--- src/rtl/capture_window_gate.sv ---
// capture_window_gate
// Trigger-aligned capture gate: once armed (and triggered, in level mode),
// skips SKIP_SAMPLES valid samples and then forwards CAPTURE_LEN decimated
// samples as a registered valid_out/data_out pair for a downstream writer.
module capture_window_gate #(
    parameter int DATA_WIDTH   = 10,
    parameter int SKIP_SAMPLES = 16,
    parameter int CAPTURE_LEN  = 1024,
    parameter int DECIM        = 1,
    parameter int TRIG_MODE    = 1,
    parameter int TRIG_LEVEL   = 64
) (
    input  logic                         clk,
    input  logic                         rst_n,
    input  logic                         arm,
    input  logic                         valid_in,
    input  logic signed [DATA_WIDTH-1:0] data_in,
    output logic                         valid_out,
    output logic signed [DATA_WIDTH-1:0] data_out,
    output logic                         busy,
    output logic                         done,
    output logic [15:0]                  sample_cnt
);

    localparam logic [15:0] SKIP_L    = 16'(SKIP_SAMPLES);
    localparam logic [15:0] LEN_L     = 16'(CAPTURE_LEN);
    localparam logic [9:0]  DECIM_TOP = 10'(DECIM - 1);

    typedef enum logic [2:0] {
        ST_IDLE,
        ST_WAIT_TRIG,
        ST_SKIP,
        ST_CAPTURE,
        ST_DONE
    } state_t;

    state_t              state;
    logic [15:0]         skip_cnt;
    logic [9:0]          decim_cnt;

    logic [DATA_WIDTH:0] data_sext;
    logic [DATA_WIDTH:0] data_mag;
    logic                trig_hit;
    logic                take;
    logic [15:0]         cnt_inc;
    logic [15:0]         skip_inc;
    logic [9:0]          decim_next;

    // Magnitude, trigger detect and forward decision for the current sample.
    // With no skip window the trigger sample itself is the first capture.
    always_comb begin
        data_sext  = {data_in[DATA_WIDTH-1], data_in};
        data_mag   = data_in[DATA_WIDTH-1] ? (~data_sext + 1'b1) : data_sext;
        trig_hit   = valid_in && (32'(data_mag) >= 32'(TRIG_LEVEL));
        take       = ((state == ST_CAPTURE) && valid_in && (decim_cnt == '0)) ||
                     ((state == ST_WAIT_TRIG) && trig_hit && (SKIP_SAMPLES == 0));
        cnt_inc    = sample_cnt + 16'd1;
        skip_inc   = skip_cnt + 16'd1;
        decim_next = (decim_cnt == DECIM_TOP) ? '0 : decim_cnt + 10'd1;
    end

    // Window FSM with registered outputs; a forward that completes the
    // window overrides whatever state the case branch selected.
    always_ff @(posedge clk or negedge rst_n) begin
        if (!rst_n) begin
            state      <= ST_IDLE;
            valid_out  <= 1'b0;
            data_out   <= '0;
            busy       <= 1'b0;
            done       <= 1'b0;
            sample_cnt <= '0;
            skip_cnt   <= '0;
            decim_cnt  <= '0;
        end else begin
            valid_out <= 1'b0;
            case (state)
                ST_IDLE, ST_DONE: begin
                    if (arm) begin
                        sample_cnt <= '0;
                        skip_cnt   <= '0;
                        decim_cnt  <= '0;
                        done       <= 1'b0;
                        busy       <= 1'b1;
                        if (TRIG_MODE == 1)
                            state <= ST_WAIT_TRIG;
                        else if (SKIP_SAMPLES == 0)
                            state <= ST_CAPTURE;
                        else
                            state <= ST_SKIP;
                    end
                end
                ST_WAIT_TRIG: begin
                    if (trig_hit) begin
                        if (SKIP_SAMPLES == 0) begin
                            decim_cnt <= decim_next;
                            state     <= ST_CAPTURE;
                        end else begin
                            skip_cnt <= 16'd1;
                            state    <= (SKIP_L == 16'd1) ? ST_CAPTURE : ST_SKIP;
                        end
                    end
                end
                ST_SKIP: begin
                    if (valid_in) begin
                        skip_cnt <= skip_inc;
                        if (skip_inc == SKIP_L)
                            state <= ST_CAPTURE;
                    end
                end
                ST_CAPTURE: begin
                    if (valid_in)
                        decim_cnt <= decim_next;
                end
                default: begin
                    state <= ST_IDLE;
                    busy  <= 1'b0;
                    done  <= 1'b0;
                end
            endcase

            if (take) begin
                valid_out  <= 1'b1;
                data_out   <= data_in;
                sample_cnt <= cnt_inc;
                if (cnt_inc == LEN_L) begin
                    state <= ST_DONE;
                    busy  <= 1'b0;
                    done  <= 1'b1;
                end
            end
        end
    end

endmodule
--- config.mk ---
export PLATFORM = sky130hd
export DESIGN_NAME = capture_window_gate
export DESIGN_NICKNAME = d
export VERILOG_FILES = /design/src/rtl/capture_window_gate.sv
export SDC_FILE = /design/constraint.sdc
export NUM_CORES = 1
export LEC_CHECK = 0
export ABC_CLOCK_PERIOD_IN_PS = 5400
export CORE_MARGIN = 5
export CORE_UTILIZATION = 50
export DETAILED_ROUTE_END_ITERATION = 8
export GPL_ROUTABILITY_DRIVEN = 0
export PLACE_DENSITY = 0.77
export SLEW_MARGIN = 20
export SYNTH_ARGS = -nofsm -noshare
export SYNTH_HDL_FRONTEND = slang
export SYNTH_SLANG_ARGS = --single-unit
--- constraint.sdc ---
create_clock -name clk -period 5.4 [get_ports clk]
set_input_delay 0.54 -clock clk [delete_from_list [all_inputs] [get_ports clk]]
set_output_delay 0.54 -clock clk [all_outputs]
set_load 0.05 [all_outputs]
Yosys cells after proc, flatten, opt, wreduce, memory -nomap -nowiden
Cells that the tools add are included.
{ "word_totals": {"regBits": 58, "in_bits": 14, "output_inout_bits": 29} }
{ "classes": {"n_addsub": 4, "order_cmp": 1, "n_eq_ne": 10, "mux": 27, "n_bitwise": 1, "reduce_logical": 14} }
{ "op_table": {"columns": ["cell", "n"], "rows": [
  ["16-bit 2-to-1 mux", 5],
  ["16-bit one-hot mux with 3 select lines", 1],
  ["16-bit by 1-bit adder with 16-bit output, second input constant", 2],
  ["10-bit 2-to-1 mux", 3],
  ["10-bit one-hot mux with 2 select lines", 1],
  ["3-bit 2-to-1 mux", 6],
  ["16-bit by 11-bit == test with 1-bit output, second input constant", 1],
  ["16-bit by 5-bit == test with 1-bit output, second input constant", 1],
  ["3-bit one-hot mux with 4 select lines", 1],
  ["11-bit by 1-bit adder with 11-bit output, second input constant", 1],
  ["11-bit by 7-bit >= comparator with 1-bit output, second input constant", 1],
  ["11-bit 2-to-1 mux", 1],
  ["11-bit NOT", 1],
  ["10-bit by 1-bit adder with 10-bit output, second input constant", 1],
  ["10-bit zero test", 1],
  ["2-bit != test, second input constant", 4],
  ["1-bit 2-to-1 mux", 7],
  ["3-bit by 2-bit == test with 1-bit output, second input constant", 2],
  ["2-bit nonzero test", 3],
  ["1-bit one-hot mux with 2 select lines", 2],
  ["4-bit AND reduction", 1],
  ["3-bit by 1-bit == test with 1-bit output, second input constant", 1],
  ["3-bit == test, second input constant", 1],
  ["1-bit logical AND", 3],
  ["6 further kinds", 6]
]} }

Longest topological paths before layout
{ "logic_depth": {"word_depth": 9, "depth_mapped": 10, "ltp_nobuf": 9} }

Worst setup path before layout
Ideal clock, no wire load.
{ "synth_path": {"path_kind": "register to register", "start": "reg sample_cnt[0]", "end": "reg busy", "setup_ns": 0.132, "arrival_time_ns": 2.714, "setup_slack_ns": 2.555, "stages_incl_launch_ff": 9, "path_buffers": 1, "synth_period_minus_slack_ns": 2.845, "cell_sequence": "dfrtp_1 -> ha_1 -> nand3_1 -> or4_1 -> buf_2 -> xor2_1 -> or4_4 -> nor4_4 -> nor2_1"} }
{ "synth_via": {"elab_chain_cells": 4} }
{ "synth_rtl": {"columns": ["element", "line", "text"], "rows": [
  ["start: declaration", "22", "output logic [15:0] sample_cnt"],
  ["start signal: assignment", "124", "sample_cnt <= cnt_inc;"],
  ["16-bit by 1-bit adder with 16-bit output", "57", "cnt_inc = sample_cnt + 16'd1;"],
  ["16-bit by 11-bit == test with 1-bit output", "125", "if (cnt_inc == LEN_L) begin"],
  ["1-bit 2-to-1 mux", "125", null],
  ["1-bit 2-to-1 mux", "121", "if (take) begin"],
  ["end signal: assignment", "69", "busy <= 1'b0;"],
  ["end signal: assignment", "116", "busy <= 1'b0;"],
  ["end signal: assignment", "127", "busy <= 1'b0;"],
  ["end: declaration", "20", "output logic busy,"]
]} }
No other way between the ends.
A chain may end at the register's enable or synchronous reset.

Final worst setup path
{ "layout_path": {"start": "in valid_in", "end": "reg sample_cnt[15]"} }
{ "layout_via": {"elab_chain_cells": 4} }
{ "layout_rtl": {"columns": ["element", "line", "text"], "rows": [
  ["start: declaration", "16", "input logic valid_in,"],
  ["1-bit logical AND * (2 in a row)", "55", "take = ((state == ST_CAPTURE) && valid_in && (decim_cnt == '0)) ||"],
  ["2-bit nonzero test (no source line)", null, null],
  ["2-bit AND reduction (no source line)", null, null]
]} }
Mark *: on every way between the ends. The rest lies on a longest branch, timed or not.

==> metrics <==
startpoint type of the worst setup path input pin; Max Root-Sink Buffers 2; post-DP HPWL 5.36 mm; remaining global-route overflow 0; 1st-iter DRT viols 150; r2r endpoint state[2]; Post-Route WL 7.94 mm; CTS HTree Levels 3; Final Slew Violations 0; fmax 347 MHz; Hold Vio Cnt, Final 0; area grow syn2layout 21.1%; total die area 0.00851 mm^2; die height 92.2 um; share of the yosys chip area belonging to registers 0.429; area share of the largest cell type after synthesis 0.429; # resized after CTS 0; Max VDD drop 0.000183 V; first-pass GRT wire length 13.4 mm; number of top-level pins 43; synth warn 0; I/O Buffers 42; synth top area cells dfrtp_1, nand2_1, o21ai_0, nand3_1, a31oi_1; Post-synth ARST share 1.00; cell count after synthesis 404; Yosys cell types 47; initial core utilization 0.506; Yosys top cell by area dfrtp_1; post-CTS setup buffers 0; actual slew at the worst max-slew pin 0.788 ns; ys flop type dfrtp_1; footprint of the multi-input gates 0.00176 mm^2; Final #Nets 458; Max Cap Violations 0; CTS tree yes; Synth Area in Compound Gates 0.168; diode count 0; Syn Area/Cell 8.37 um^2; Power Density 360 mW/mm^2; clock skew 0.00923 ns; Fillers 573; CTS Hold Bufs 0; Final Setup Violations 0; CTS clk-pin slew, worst paths 0.06 ns; multiplexer share of the synthesized area 0.00592; post-route ant nets 0; critical path peak fanout 19; Worst setup startpoint valid_in; initial antenna violation count 0; Core Area 0.00668 mm^2; Hold Crit Class input pin to async pin; WL per Instance 15.2 um; #FFs+latches synth 58; Remaining DRCs 0; normalized max-slew margin 0.473; Post-Synth Adder-Cell Area 0.0185; arrival time at the worst endpoint 3.12 ns; num rows 30; placed cells 508; GRT Total Usage 0.196; CP Capture Type flop; RSZ-0062 raised after global routing false; drt first pass iters 5; largest net degree at the start of global routing 59; WHS 0.323 ns; Final Power 1470 uW; Inserted Clock Buffers 9; Reg area 0.00145 mm^2; vias per inst 5.92; FF-to-FF setup slack 2.59 ns; P_leak 0.00165 uW; clk_lat worst skew 0.35 ns; status finished clean; largest family of logic cells by synthesized area simple AND/OR/NAND/NOR gates; CP required 5.63 ns; Setup crit end sample_cnt[15]; Mapped Nets 423; vias in the first global route 2890; post-layout min period 2.88 ns; post-synthesis xor/xnor area fraction 0.0415; CTS sink count 58; total negative slack 0 ns; worst flop-to-flop path startpoint sample_cnt[0]; reg2reg path depth 7; Clk Tree Root Cell clkbuf_8; post-synthesis simple-gate area fraction 0.284; Synth Cell Area 0.00338 mm^2; Post-Layout Cell Count 524; Die Wd 92.2 um; Tcrit/Tclk final 0.534; Post-synth EDFFs 0; fraction of layout cells with a size suffix above 1 0.0608; critical path type input pin to flop; via count 3100
layout by cell type, fill, tap and decap left out, drive strengths merged, types with 12 or more instances in the layout:
master	n
nor3	20
clkbuf	12
nand2	54
nand4	14
clkdlybuf4s50	41
a31oi	19
dfrtp	58
o21ai	39
inv	24
nand3	25
nor2	28
where the power goes:
group          internal, uW  switching [uW]  total (uW)
Combinational           133             273         405
Sequential              488            68.3         556
Clock                   332             179         511
Total                   953             520        1470
layout make-up:
cell class                 instances  area share
clock inverter                     4      0.0238
multi-input combinational        301       0.430
sequential                        58       0.355
clock buffer                      12      0.0379
timing repair buffer              45       0.107
inverter                          24      0.0220
tap                               80      0.0245
worst min path at each step:
stage | end | startpoint | slack, ns | cells past startpoint
after floorplan | busy | rst_n | 0.24 | 0
after global placement | data_out[8] | data_out[8] | 0.45 | 2
after detailed placement | data_out[5] | data_out[5] | 0.46 | 2
after CTS | sample_cnt[13] | rst_n | 0.37 | 2
after global routing | skip_cnt[12] | rst_n | 0.42 | 2
final | sample_cnt[13] | rst_n | 0.32 | 2
worst max-delay path, stage by stage:
cell             delay (ns)
clkdlybuf4s50_1        0.66
nor4b_1                0.29
nand4_1                0.62
nand2_1                0.55
o21ai_0                0.15
nand2_1                0.09
a21bo_2                0.21
kinds of logic after synthesis:
| logic type | after synthesis |
|---|---|
| and+or+nand+nor | 185 |
| AOI/OAI and AO/OA | 93 |
| DFF | 58 |
| buffers and inverters | 45 |
| xor gates and xnor gates | 16 |
| adders and majority gates | 5 |
| muxes | 2 |
through the flow:
step,area (um^2),utilization,setup WS (ns)
2_1_floorplan,3380,-,2.55
3_3_place_gp,3840,0.574,2.26
3_5_place_dp,3840,0.574,2.15
4_1_cts,4090,0.612,2.47
5_1_grt,4090,0.613,2.31
6_report,4090,0.613,2.52
Yosys cell counts (7+ instances only):
cell,n
dfrtp_1,58
o31ai_1,9
a31oi_1,19
nor3_1,20
or4_1,7
nor2_1,28
nand3_1,24
nor4_1,7
xnor2_1,7
inv_1,24
xor2_1,9
nand4_1,14
clkbuf_1,16
a21oi_1,11
o21ai_0,39
nand2_1,54
sequential cells by signal, summed over array words and instances, names as in the netlist:
signal      cells
busy            1
data_out       10
decim_cnt      10
done            1
sample_cnt     16
skip_cnt       16
state           3
valid_out       1
routing by layer:
layer  global-route usage  wire length (um)
met5                    0                 0
met4               0.0866               136
met3               0.0476               369
met2                0.311              3840
met1                0.254              3590
Note: power is estimated with default switching activity, not from simulation.
